### src/rtl/mux_pkg.sv
// Shared constants and types for the 8-channel TDM link (transmit mux and receive demux).
package mux_pkg;

    localparam int NUM_CH = 8;
    localparam int SEL_W  = 3;

    localparam logic [SEL_W-1:0] LAST_SLOT = 3'd7;

    // Receiver framing state: waiting for slot 0, or collecting slots 1..7.
    typedef enum logic {
        IDLE    = 1'b0,
        COLLECT = 1'b1
    } state_e;

    // Slot i lands in ch_out slice (7 - i), so channel a (slot 0) is the MSB slice.
    // Entry i of this table lives at bits [i*SEL_W +: SEL_W].
    localparam logic [NUM_CH*SEL_W-1:0] SLOT_TO_SLICE = {
        3'd0, 3'd1, 3'd2, 3'd3, 3'd4, 3'd5, 3'd6, 3'd7
    };

    // Channel slice index for a given slot.
    function automatic logic [SEL_W-1:0] slot_to_slice(input logic [SEL_W-1:0] slot);
        return SLOT_TO_SLICE[int'(slot)*SEL_W +: SEL_W];
    endfunction

    // Bit offset of a slot's slice inside a packed NUM_CH*width frame.
    function automatic int slot_lsb(input logic [SEL_W-1:0] slot, input int width);
        return int'(slot_to_slice(slot)) * width;
    endfunction

endpackage

### src/rtl/tdm_slot_counter.sv
// 3-bit TDM slot counter: clear to 0, load to 1 (slot 0 just consumed), increment,
// and a flag when the counter sits on the last slot.
module tdm_slot_counter
    import mux_pkg::*;
(
    input  logic             clk,
    input  logic             rst_n,
    input  logic             i_clr,
    input  logic             i_load1,
    input  logic             i_en,
    output logic [SEL_W-1:0] o_count,
    output logic             o_last
);

    logic [SEL_W-1:0] r_count;

    // Slot register; clear has priority over load, load over increment.
    always_ff @(posedge clk) begin
        if (!rst_n) begin
            r_count <= 3'd0;
        end else if (i_clr) begin
            r_count <= 3'd0;
        end else if (i_load1) begin
            r_count <= 3'd1;
        end else if (i_en) begin
            r_count <= r_count + 3'd1;
        end else begin
            r_count <= r_count;
        end
    end

    assign o_count = r_count;
    assign o_last  = (r_count == LAST_SLOT);

endmodule

### src/rtl/tdm_demux_8.sv
// Receive side of the 8-channel TDM link: rebuilds the parallel channels from the
// serial beat stream, publishes one coherent frame per 8 beats and flags framing errors.
module tdm_demux_8
    import mux_pkg::*;
#(
    parameter int WIDTH = 1
) (
    input  logic                    clk,
    input  logic                    rst_n,
    input  logic [WIDTH-1:0]        din,
    input  logic                    din_valid,
    input  logic                    frame_start,
    output logic [SEL_W-1:0]        sel_out,
    output logic [NUM_CH*WIDTH-1:0] ch_out,
    output logic                    frame_valid,
    output logic                    sync_err
);

    localparam int FRAME_W = NUM_CH * WIDTH;

    state_e             r_state;
    state_e             w_state_nxt;
    logic [FRAME_W-1:0] r_stage;
    logic [FRAME_W-1:0] w_stage_nxt;
    logic [FRAME_W-1:0] r_ch;
    logic [FRAME_W-1:0] w_ch_nxt;
    logic               r_frame_valid;
    logic               w_frame_valid_nxt;
    logic               r_sync_err;
    logic               w_sync_err_nxt;

    logic               w_cnt_clr;
    logic               w_cnt_load1;
    logic               w_cnt_en;
    logic [SEL_W-1:0]   w_slot;
    logic               w_slot_last;

    tdm_slot_counter u_slot_counter (
        .clk     (clk),
        .rst_n   (rst_n),
        .i_clr   (w_cnt_clr),
        .i_load1 (w_cnt_load1),
        .i_en    (w_cnt_en),
        .o_count (w_slot),
        .o_last  (w_slot_last)
    );

    // State, staging, published frame and status pulses.
    always_ff @(posedge clk) begin
        if (!rst_n) begin
            r_state       <= IDLE;
            r_stage       <= '0;
            r_ch          <= '0;
            r_frame_valid <= 1'b0;
            r_sync_err    <= 1'b0;
        end else begin
            r_state       <= w_state_nxt;
            r_stage       <= w_stage_nxt;
            r_ch          <= w_ch_nxt;
            r_frame_valid <= w_frame_valid_nxt;
            r_sync_err    <= w_sync_err_nxt;
        end
    end

    // Framing decisions for the beat presented this cycle.
    always_comb begin
        w_state_nxt       = r_state;
        w_stage_nxt       = r_stage;
        w_ch_nxt          = r_ch;
        w_frame_valid_nxt = 1'b0;
        w_sync_err_nxt    = 1'b0;
        w_cnt_clr         = 1'b0;
        w_cnt_load1       = 1'b0;
        w_cnt_en          = 1'b0;

        case (r_state)
            IDLE: begin
                if (din_valid && frame_start) begin
                    // Fresh frame: start from an empty staging register.
                    w_stage_nxt = '0;
                    w_stage_nxt[slot_lsb(3'd0, WIDTH) +: WIDTH] = din;
                    w_cnt_load1 = 1'b1;
                    w_state_nxt = COLLECT;
                end else if (din_valid) begin
                    // Beat with no frame context is dropped.
                    w_sync_err_nxt = 1'b1;
                end else begin
                    w_state_nxt = IDLE;
                end
            end
            COLLECT: begin
                if (din_valid && frame_start) begin
                    // Early restart: partial frame discarded, this beat is the new slot 0.
                    w_sync_err_nxt = 1'b1;
                    w_stage_nxt    = '0;
                    w_stage_nxt[slot_lsb(3'd0, WIDTH) +: WIDTH] = din;
                    w_cnt_load1    = 1'b1;
                end else if (din_valid) begin
                    w_stage_nxt[slot_lsb(w_slot, WIDTH) +: WIDTH] = din;
                    if (w_slot_last) begin
                        // Slot-7 beat merged straight into the published frame.
                        w_ch_nxt          = w_stage_nxt;
                        w_frame_valid_nxt = 1'b1;
                        w_cnt_clr         = 1'b1;
                        w_state_nxt       = IDLE;
                    end else begin
                        w_cnt_en = 1'b1;
                    end
                end else begin
                    w_state_nxt = COLLECT;
                end
            end
            default: begin
                w_state_nxt = IDLE;
                w_cnt_clr   = 1'b1;
            end
        endcase
    end

    assign sel_out     = w_slot;
    assign ch_out      = r_ch;
    assign frame_valid = r_frame_valid;
    assign sync_err    = r_sync_err;

endmodule

### config.mk
export PLATFORM = sky130hd
export DESIGN_NAME = tdm_demux_8
export DESIGN_NICKNAME = d
export VERILOG_FILES = /design/src/rtl/mux_pkg.sv /design/src/rtl/tdm_slot_counter.sv /design/src/rtl/tdm_demux_8.sv
export SDC_FILE = /design/constraint.sdc
export NUM_CORES = 1
export LEC_CHECK = 0
export ABC_AREA = 1
export BUFFER_PORTS_ARGS = -buffer_cell sky130_fd_sc_hd__clkbuf_2
export CORE_MARGIN = 2
export CORE_UTILIZATION = 58
export CTS_CLUSTER_DIAMETER = 80
export DETAILED_ROUTE_END_ITERATION = 8
export PLACE_DENSITY = 0.89
export SKIP_LAST_GASP = 1
export SLEW_MARGIN = 20
export SYNTH_ARGS = -nofsm -noshare
export SYNTH_HDL_FRONTEND = slang
export SYNTH_SLANG_ARGS = --single-unit
### constraint.sdc
create_clock -name clk -period 3.2 [get_ports clk]
set_input_delay 0.32 -clock clk [delete_from_list [all_inputs] [get_ports clk]]
set_output_delay 0.32 -clock clk [all_outputs]
set_load 0.005 [all_outputs]
## After elaboration in Yosys (flattened, before gate mapping)

Index checks and enable logic that the tools add are counted.

- Magnitude comparators: 0
- Bitwise operators: 3
- $add $sub $neg: 2
- Reductions and logical operators: 6
- Mux-type cells: 22
- Shift-type cells: 3
- Divide/modulo/power cells: 0
- Multiply operators: 1
- Equality and inequality tests: 3

Operators with widths:

| operator | number |
|---|---|
| 3-bit negator with 33-bit output | 1 |
| 1-bit by 33-bit variable shift with 8-bit output (first input constant) | 1 |
| 1-bit by 33-bit indexed part select with 8-bit output | 1 |
| 8-bit 2-to-1 mux | 3 |
| 24-bit by 6-bit indexed part select with 3-bit output (first input constant) | 1 |
| 8-bit one-hot mux with 2 select lines | 1 |
| 1-bit 2-to-1 mux | 15 |
| 8-bit bitwise mux | 1 |
| 3-bit by 2-bit multiplier with 5-bit output (second input constant) | 1 |
| 1-bit one-hot mux with 2 select lines | 2 |
| 4-bit AND reduction | 1 |
| 3-bit by 1-bit adder with 3-bit output (second input constant) | 1 |
| 3-bit == test (second input constant) | 1 |
| 3-bit by 2-bit inequality test with 1-bit output (second input constant) | 1 |
| 1-bit NOT | 3 |
| 3-bit OR reduction | 1 |
| 2-bit inequality test (second input constant) | 1 |
| 2-bit AND reduction | 1 |
| 2-bit nonzero test | 1 |
| 2-bit OR reduction | 1 |
| 1-bit logical AND | 1 |

- RAM bits: 0
- Register bits: 22
- Memories: 0
- ROM bits: 0
- Latch bits: 0

## Longest topological paths before layout

Gate-level depths: netlist (run 1).

- Depth in word-level cells: 8
- Depth in mapped cells: 10

## Cells and area by module

Synthesis (run 1) repeated with hierarchy kept, for this count alone.

- Cell total of the unflattened synthesis: 150
- Area total of the unflattened synthesis: 1122.3 µm²

Modules (own cells, without submodules):

| module | instances | sequential area each (µm²) | area an instance (µm²) | cells each |
|---|---|---|---|---|
| tdm_demux_8 | 1 | 380.4 | 967.2 | 128 |
| tdm_slot_counter | 1 | 60.1 | 155.1 | 22 |

## Worst setup path before layout (run 1)

No wires, ideal clock.

- Path type: flip-flop to flip-flop
- Start: reg u_slot_counter.r_count[0] (netlist: u_slot_counter.o_count[0])
- End: reg r_ch[1] (netlist: ch_out[1])
- Path slack: 1425 ps
- Buffers on the path: 3
- Data required time: 3083 ps
- Arrival time: 1658 ps
- Cell stages (with the launch flop): 10
- Period minus slack after synthesis: 1775 ps
- Cell sequence: dfxtp_1 buf_4 clkbuf_1 ha_1 ha_1 buf_2 inv_1 o21ai_0 nand2_1 a22o_1

- Word-level cells in the longest chain between the ends: 5
- Elaborated cells on any way between the ends: 8
- Those cells by class: add/sub (1); mul (1); eq/ne (1); shift (3); mux (1); reduce/logical (1)

Ends and longest elaborated chain:

| what | line | source |
|---|---|---|
| from (decl) | tdm_slot_counter.sv:15 | `logic [SEL_W-1:0] r_count;` |
| from (signal assigned) | tdm_slot_counter.sv:26 | `r_count <= r_count + 3'd1;` |
| from (signal assigned) | tdm_slot_counter.sv:28 | `r_count <= r_count;` |
| 3-bit by 2-bit multiplier with 5-bit output | mux_pkg.sv:23 | `return SLOT_TO_SLICE[int'(slot)*SEL_W +: SEL_W];` |
| 24-bit by 6-bit indexed part select with 3-bit output | mux_pkg.sv:23 |  |
| 3-bit negator with 33-bit output | tdm_demux_8.sv:99 | `w_stage_nxt[slot_lsb(w_slot, WIDTH) +: WIDTH] = din;` |
| 1-bit by 33-bit indexed part select with 8-bit output or 1-bit by 33-bit variable shift with 8-bit output (tied branches) | tdm_demux_8.sv:99 |  |
| 8-bit bitwise mux | tdm_demux_8.sv:99 |  |
| to (signal assigned) | tdm_demux_8.sv:59 | `r_ch <= w_ch_nxt;` |
| to (decl) | tdm_demux_8.sv:25 | `logic [FRAME_W-1:0] r_ch;` |

Several ways; a longest one is shown, not always the timed one.
A chain may end at the register's enable or synchronous reset.

## Final worst setup path (run 1)

- Start: reg u_slot_counter.r_count[0] (netlist: u_slot_counter.o_count[0])
- End: reg r_ch[5] (netlist: ch_out[5])

Same word-level chain as after synthesis.

==> results.py, run 1 <==
metrics = {
    "outcome": {
        "status": "completed",
    },
    "die": {
        "die_y_um": 47.17,
        "io_pins": 18,
        "fp.dieArea_um2": 2225,
        "start_util_pct": 61.94,
        "core_um2": 1745,
        "fp-row-count": 15,
        "die_width_um": 47.17,
    },
    "routing": {
        "first_pass_iters": 4,
        "drc": 0,
        "ant_nets": 0,
        "route.final.wire_length_mm": 2.345,
        "vias": 1016,
        "vias_per_cell": 5.492,
        "wl_per_cell_um": 12.68,
        "drt_iter0_drc": 35,
    },
    "grt": {
        "grt_overflow": 0,
        "grt_pass1_vias": 959,
        "grt_pass1_wl_mm": 3.919,
        "grt_max_degree": 14,
        "antenna_found_initial": 0,
        "grtUsageTotal_pct": 25.75,
    },
    "clock_network": {
        "cts_sinks": 22,
        "htreeDepth": 1,
        "cts_tree": "done",
        "clock_path_buffers": 2,
        "cts-resized-gates": 0,
        "holdBufCountCts": 0,
        "numCtsBuffers": 3,
        "clk_pin_slew_ns": 0.13,
        "clockRootBuffer": "clkbuf_4",
        "clock_latency_ns": 0.31,
        "post_cts_buffers": 0,
    },
    "placement": {
        "gp_congestion": 0.8219,
        "portBuffers": 17,
        "dpl.hpwl_mm": 1.685,
    },
    "layout": {
        "fin_nets": 170,
        "syn_to_final_growth_pct": 13.77,
        "diodes": 0,
        "fin_util_pct": 70.47,
        "drive_gt1_share_pct": 23.13,
    },
    "worst_hold_path": {
        "whs_endpoint": "r_stage[7]",
        "hold-path-cell-count": 3,
        "hp-class": "in2reg",
        "worstHoldStart": "rst_n",
    },
    "sta": {
        "slew_viol_final": 0,
        "fin_crit_sh_pct": 65.03,
        "fin_crit_ns": 2.081,
        "tightest_slew_ns": 0.4409,
        "finalHoldViolations": 0,
        "rsz0062_at_grt": "no",
        "fin_tns_setup_ns": 0,
        "finalSetupViolations": 0,
        "fin_skew_ns": 0.004411,
        "relSlewSlack_pct": 70.57,
        "fmax_mhz": 480.6,
    },
    "worst_setup_path": {
        "cp_max_fo": 11,
        "worstReg2RegStart": "u_slot_counter.o_count[0]",
        "required_ns": 3.42,
        "timing.rr.end": "ch_out[5]",
        "cp.arrival_ns": 2.30,
        "crit_type": "reg2reg",
        "cp-end-kind": "register",
        "r2r_cells": 7,
        "start_kind": "register",
        "r2r_slack_ns": 1.12,
    },
    "logic_synthesis": {
        "yosysWarnings": 0,
        "postSynthAreaPerCell_um2": 7.560,
        "syn_inst": 143,
        "yosysSeqAreaShare_pct": 40.74,
        "synth_area_um2": 1081,
        "ys_types": 22,
        "ys_ff_latch": 22,
        "syn_nets": 152,
    },
    "power": {
        "ir_drop_mv": 0.3999,
        "power.leakage_uw": 0.0005714,
        "p_per_area_nw_per_um2": 443.4,
    },
    "flow_run": {
        "maxCapViolCount": 0,
    },
}
registers in the layout, indices dropped and copies added, names as in the netlist:
register,flops
ch_out,8
r_stage,8
u_slot_counter.o_count,3
frame_valid,1
r_state,1
sync_err,1
power by group:
part / switching (uW) / leakage, uW / internal, uW
Clock: 87.9 / 0.0000279 / 127
Sequential: 5.93 / 0.000178 / 278
Combinational: 32.1 / 0.000365 / 14.9
Total: 126 / 0.000571 / 419
worst max-delay path, cell delays in order, from the launching register on:
cell     delay, ns
dfxtp_1       0.47
ha_1          0.29
ha_1          0.26
nor2_1        0.21
nand2_1       0.11
o21ai_0       0.29
nand2_1       0.17
a22o_1        0.20
synth_stat cells, drive strengths merged:
library cell / n / area [um2]
a21oi: 13 / 65.06
nand2: 36 / 145.1
o21ai: 7 / 38.79
clkbuf: 2 / 7.510
dfxtp: 22 / 440.4
ha: 4 / 50.05
nand4: 1 / 6.260
nor3: 3 / 37.53
nor2: 11 / 63.81
buf: 2 / 12.51
nand3: 20 / 100.1
o21bai: 3 / 22.52
inv: 15 / 56.30
a22o: 4 / 35.03
how the worst max path moves through the flow:
stage | slack (ns) | startpoint | endpoint | depth (start not counted)
2_1_floorplan | 1.42 | u_slot_counter.o_count[0] | ch_out[1] | 9
3_3_place_gp | 1.44 | u_slot_counter.o_count[0] | ch_out[1] | 6
3_5_place_dp | 1.38 | u_slot_counter.o_count[0] | ch_out[1] | 6
4_1_cts | 1.22 | u_slot_counter.o_count[0] | ch_out[5] | 7
5_1_grt | 1.12 | u_slot_counter.o_count[0] | ch_out[5] | 7
6_report | 1.12 | u_slot_counter.o_count[0] | ch_out[5] | 7
through the flow:
stage / worst slack, ns / std cells / hold WS, ns / total power [uW] / instance area, um2
after floorplan: 1.425 / 143 / 0.4419 / 322.3 / 1081
after global placement: 1.444 / 181 / 0.4362 / 333.3 / 1177
after detailed placement: 1.385 / 181 / 0.4383 / 335.2 / 1177
after CTS: 1.222 / 185 / 0.2383 / 548.6 / 1230
after global routing: 1.119 / 185 / 0.2699 / 567.3 / 1230
final: 1.119 / 185 / 0.2465 / 545.3 / 1230
kinds of logic after synthesis:
kind of cell	synth area share [%]
adder cells (fa/ha/maj)	4.630
AND/OR/NAND/NOR	32.64
flip-flops	40.74
AO/OA/AOI/OAI	14.93
buffers and inverters	7.060
layer usage:
layer	wire length [um]	up-vias	global-route usage (%)
met5	0	-	0
met4	118	0	20.56
met3	131	16	5.385
met2	1137	54	39.73
met1	957	436	30.82
li1	-	510	-
cell usage in the layout (no fill, tap or decap), types with 6 or more instances in the layout:
master	n
nor2_1	6
a21oi_1	13
o21ai_0	6
dfxtp_1	22
clkbuf_2	17
nand2_1	34
inv_1	9
nand3_1	20
inv_2	6
area by class of cell:
type | instances | area [um2]
flip-flops and latches | 22 | 440.4
clock buffers | 3 | 22.52
inverters | 15 | 56.30
fillers | 141 | 515.5
clock inverters | 1 | 30.03
well taps | 25 | 31.28
multi-input cells | 102 | 564.3
repair buffers | 17 | 85.08
(Power assumes the default switching activity.)
==> run 2: changes to the inputs <==
--- a/config.mk
+++ b/config.mk
@@ -5,13 +5,13 @@
 export SDC_FILE = /design/constraint.sdc
 export NUM_CORES = 1
 export LEC_CHECK = 0
-export ABC_AREA = 1
+export ABC_AREA = 0
 export BUFFER_PORTS_ARGS = -buffer_cell sky130_fd_sc_hd__clkbuf_2
 export CORE_MARGIN = 2
-export CORE_UTILIZATION = 58
+export CORE_UTILIZATION = 49
 export CTS_CLUSTER_DIAMETER = 80
 export DETAILED_ROUTE_END_ITERATION = 8
-export PLACE_DENSITY = 0.89
+export PLACE_DENSITY = 0.8
 export SKIP_LAST_GASP = 1
 export SLEW_MARGIN = 20
 export SYNTH_ARGS = -nofsm -noshare
==> constraint.sdc (replaced) <==
create_clock -name clk -period 1.85 [get_ports clk]
set_input_delay 0.185 -clock clk [delete_from_list [all_inputs] [get_ports clk]]
set_output_delay 0.185 -clock clk [all_outputs]
set_load 0.005 [all_outputs]
==> run 2 against run 1 <==
Clock power grew 27%; flip-flop and latch count is the same; first-iteration DRC count shrank 49%; synthesized area grew 7.1%; synthesized cell count shrank 9.8%; non-clock buffer count grew 7; clock-buffer cell count grew 1; via count shrank 0.30%; wire length grew 1.2%; register-to-register slack lost 1.1 ns; global-route usage shrank 6.1 points; critical path type unchanged; largest power group unchanged; highest routed layer unchanged.
==> results.py, run 2 <==
metrics = {
    "sta": {
        "fin_crit_sh_pct": 98.42,
        "finalSetupViolations": 0,
        "slew_viol_final": 0,
        "tightest_slew_ns": 0.3646,
        "fin_crit_ns": 1.821,
        "fin_skew_ns": 0.006499,
        "hold_slack_ns": 0.2102,
        "relSlewSlack_pct": 75.36,
        "fin_tns_setup_ns": 0,
        "rsz0062_at_grt": "yes",
        "fmax_mhz": 549.2,
        "finalHoldViolations": 0,
    },
    "grt": {
        "grt_max_degree": 24,
        "grtUsageTotal_pct": 19.64,
        "grt_pass1_wl_mm": 4.071,
        "antenna_found_initial": 0,
        "grt_overflow": 0,
        "grt_pass1_vias": 964,
    },
    "clock_network": {
        "holdBufCountCts": 0,
        "clock_latency_ns": 0.31,
        "clk_pin_slew_ns": 0.13,
        "cts_tree": "done",
        "numCtsBuffers": 3,
        "cts_sinks": 22,
        "htreeDepth": 1,
        "clock_path_buffers": 2,
        "cts-resized-gates": 1,
        "post_cts_buffers": 0,
        "clockRootBuffer": "clkbuf_4",
    },
    "logic_synthesis": {
        "postSynthAreaPerCell_um2": 8.972,
        "synth_most_common_cell": "dfxtp_1",
        "async_flop_share_pct": 0,
        "syn_nets": 138,
        "yosysWarnings": 0,
        "synth_top_cell_by_area": "dfxtp_1",
        "synth_top_cell_area_share_pct": 38.05,
        "syn_inst": 129,
        "synthFlopType": "dfxtp_1",
        "yosysSeqAreaShare_pct": 38.05,
        "synth_edf_count": 0,
        "ys_types": 39,
        "synth_area_um2": 1157,
        "synth_area_leaders": "dfxtp_1 38%, o21ai_0 6.9%, o211ai_1 4.5%, ha_1 4.3%, mux2i_1 3.5%",
        "ys_ff_latch": 22,
        "synthTopCellsByCount": "22 x dfxtp_1, 16 x o21ai_0, 9 x clkbuf_1",
    },
    "die": {
        "die_width_um": 52.60,
        "fp.dieArea_um2": 2767,
        "die_y_um": 52.60,
        "io_pins": 18,
        "fp-row-count": 17,
        "start_util_pct": 51.82,
        "core_um2": 2233,
    },
    "worst_setup_path": {
        "r2r_slack_ns": 0.03,
        "r2r_cells": 5,
        "cp_common_cell": "ha_4",
        "cp_slowest_stage_delay_ns": 0.46,
        "cp_max_fo": 4,
        "start_kind": "register",
        "cp.arrival_ns": 2.07,
        "worstReg2RegStart": "u_slot_counter.o_count[0]",
        "cp_slowest_cell": "or4_1",
        "timing.rr.end": "ch_out[4]",
        "path_cells": "ha_4 > ha_4 > or3b_4 > or4_1 > a31oi_1",
        "crit_type": "reg2reg",
        "cp-end-kind": "register",
        "required_ns": 2.10,
    },
    "power": {
        "ir_drop_mv": 0.5000,
        "p_per_area_nw_per_um2": 643.6,
        "power.leakage_uw": 0.0004891,
    },
    "layout": {
        "regArea_um2": 442.9,
        "final_cell_mix": "20 x dfxtp_1, 17 x clkbuf_2, 16 x o21ai_0, 8 x nand2_1",
        "fin_cells": 170,
        "diodes": 0,
        "syn_to_final_growth_pct": 13.30,
        "fin_nets": 152,
        "drive_gt1_share_pct": 27.46,
        "layout_commonest_cell": "dfxtp_1",
        "fillCellCount": 188,
        "multi_input_area_um2": 651.9,
    },
    "routing": {
        "vias": 1013,
        "drt_iter0_drc": 18,
        "first_pass_iters": 4,
        "drc": 0,
        "vias_per_cell": 5.959,
        "ant_nets": 0,
        "route.final.wire_length_mm": 2.372,
        "wl_per_cell_um": 13.95,
    },
    "placement": {
        "gp_congestion": 0.8257,
        "portBuffers": 17,
        "dp.cells": 166,
        "dpl.hpwl_mm": 1.651,
    },
    "flow_run": {
        "maxCapViolCount": 0,
    },
    "worst_hold_path": {
        "hp-class": "in2reg",
        "worstHoldStart": "frame_start",
        "whs_endpoint": "r_state",
        "hold-path-cell-count": 3,
    },
    "outcome": {
        "status": "completed",
    },
}
==> run 2: cell count changes in the layout (fill, tap and decap cells not counted), sizes merged, moves of 9 or more <==
| cell | before | now |
|---|---|---|
| nor2 | 11 | 0 |
| a21oi | 13 | 4 |
| o21ai | 7 | 17 |
| nand3 | 20 | 7 |
| nand2 | 36 | 8 |
| inv | 15 | 2 |
==> run 2: cell type report <==
| type | count | area share, % |
|---|---|---|
| multi-input combinational | 90 | 49.71 |
| sequential | 22 | 33.78 |
| timing repair buffer | 24 | 10.50 |
| clock buffer | 4 | 2.767 |
| tap | 28 | 2.672 |
| inverter | 2 | 0.5725 |
==> run 2: worst max path at each step <==
stage | from | slack [ns] | end | cells past startpoint
floorplan | u_slot_counter.o_count[0] | -0.13 | ch_out[4] | 8
global placement | u_slot_counter.o_count[1] | 0.08 | ch_out[4] | 5
detailed placement | u_slot_counter.o_count[0] | 0.03 | ch_out[6] | 6
CTS | u_slot_counter.o_count[1] | 0.03 | ch_out[4] | 5
global route | u_slot_counter.o_count[1] | -0.007 | ch_out[4] | 5
finish | u_slot_counter.o_count[0] | 0.03 | ch_out[4] | 5
==> run 2: stage by stage <==
step	instance area, um2	util, %	worst slack, ns	power, uW
after floorplan	1186	-	-0.1309	565.9
after global placement	1270	56.86	0.08383	578.4
after detailed placement	1270	56.86	0.03457	581.1
after CTS	1308	58.54	0.02727	839.9
after global routing	1311	58.71	-0.007314	865.8
final	1311	58.71	0.02921	843.9
==> run 2: power by group <==
group / internal (uW) / total [uW] / switching (uW)
logic: 36.8 / 85.0 / 48.2
registers: 481 / 487 / 6.34
clock network: 120 / 272 / 152
total: 638 / 844 / 206
==> run 2: kinds of logic after synthesis <==
group / after synthesis / synth area share (%)
compound gates: 40 / 21.95
xor+xnor: 1 / 0.7569
fa+ha+maj: 4 / 4.324
buf+inv: 17 / 8.108
flops: 22 / 38.05
mux: 4 / 3.460
simple gates: 41 / 23.35
==> run 2: routing by layer <==
metal / part of all wire, % / wire length [um] / vias to the layer above / track usage (%)
met5: 0 / 0 / - / 0
met4: 1.2 / 29 / 0 / 8.547
met3: 3.4 / 81 / 4 / 2.286
met2: 46 / 1101 / 17 / 35.00
met1: 49 / 1160 / 488 / 23.43
li1: - / - / 504 / -
==> run 2: critical path, delay by kind of cell, from the launching register on <==
kind                     cells  cell delay, ns
AO/OA/AOI/OAI                1            0.13
adder cells (fa/ha/maj)      2            0.42
flip-flops                   1            0.36
AND/OR/NAND/NOR              2            0.84
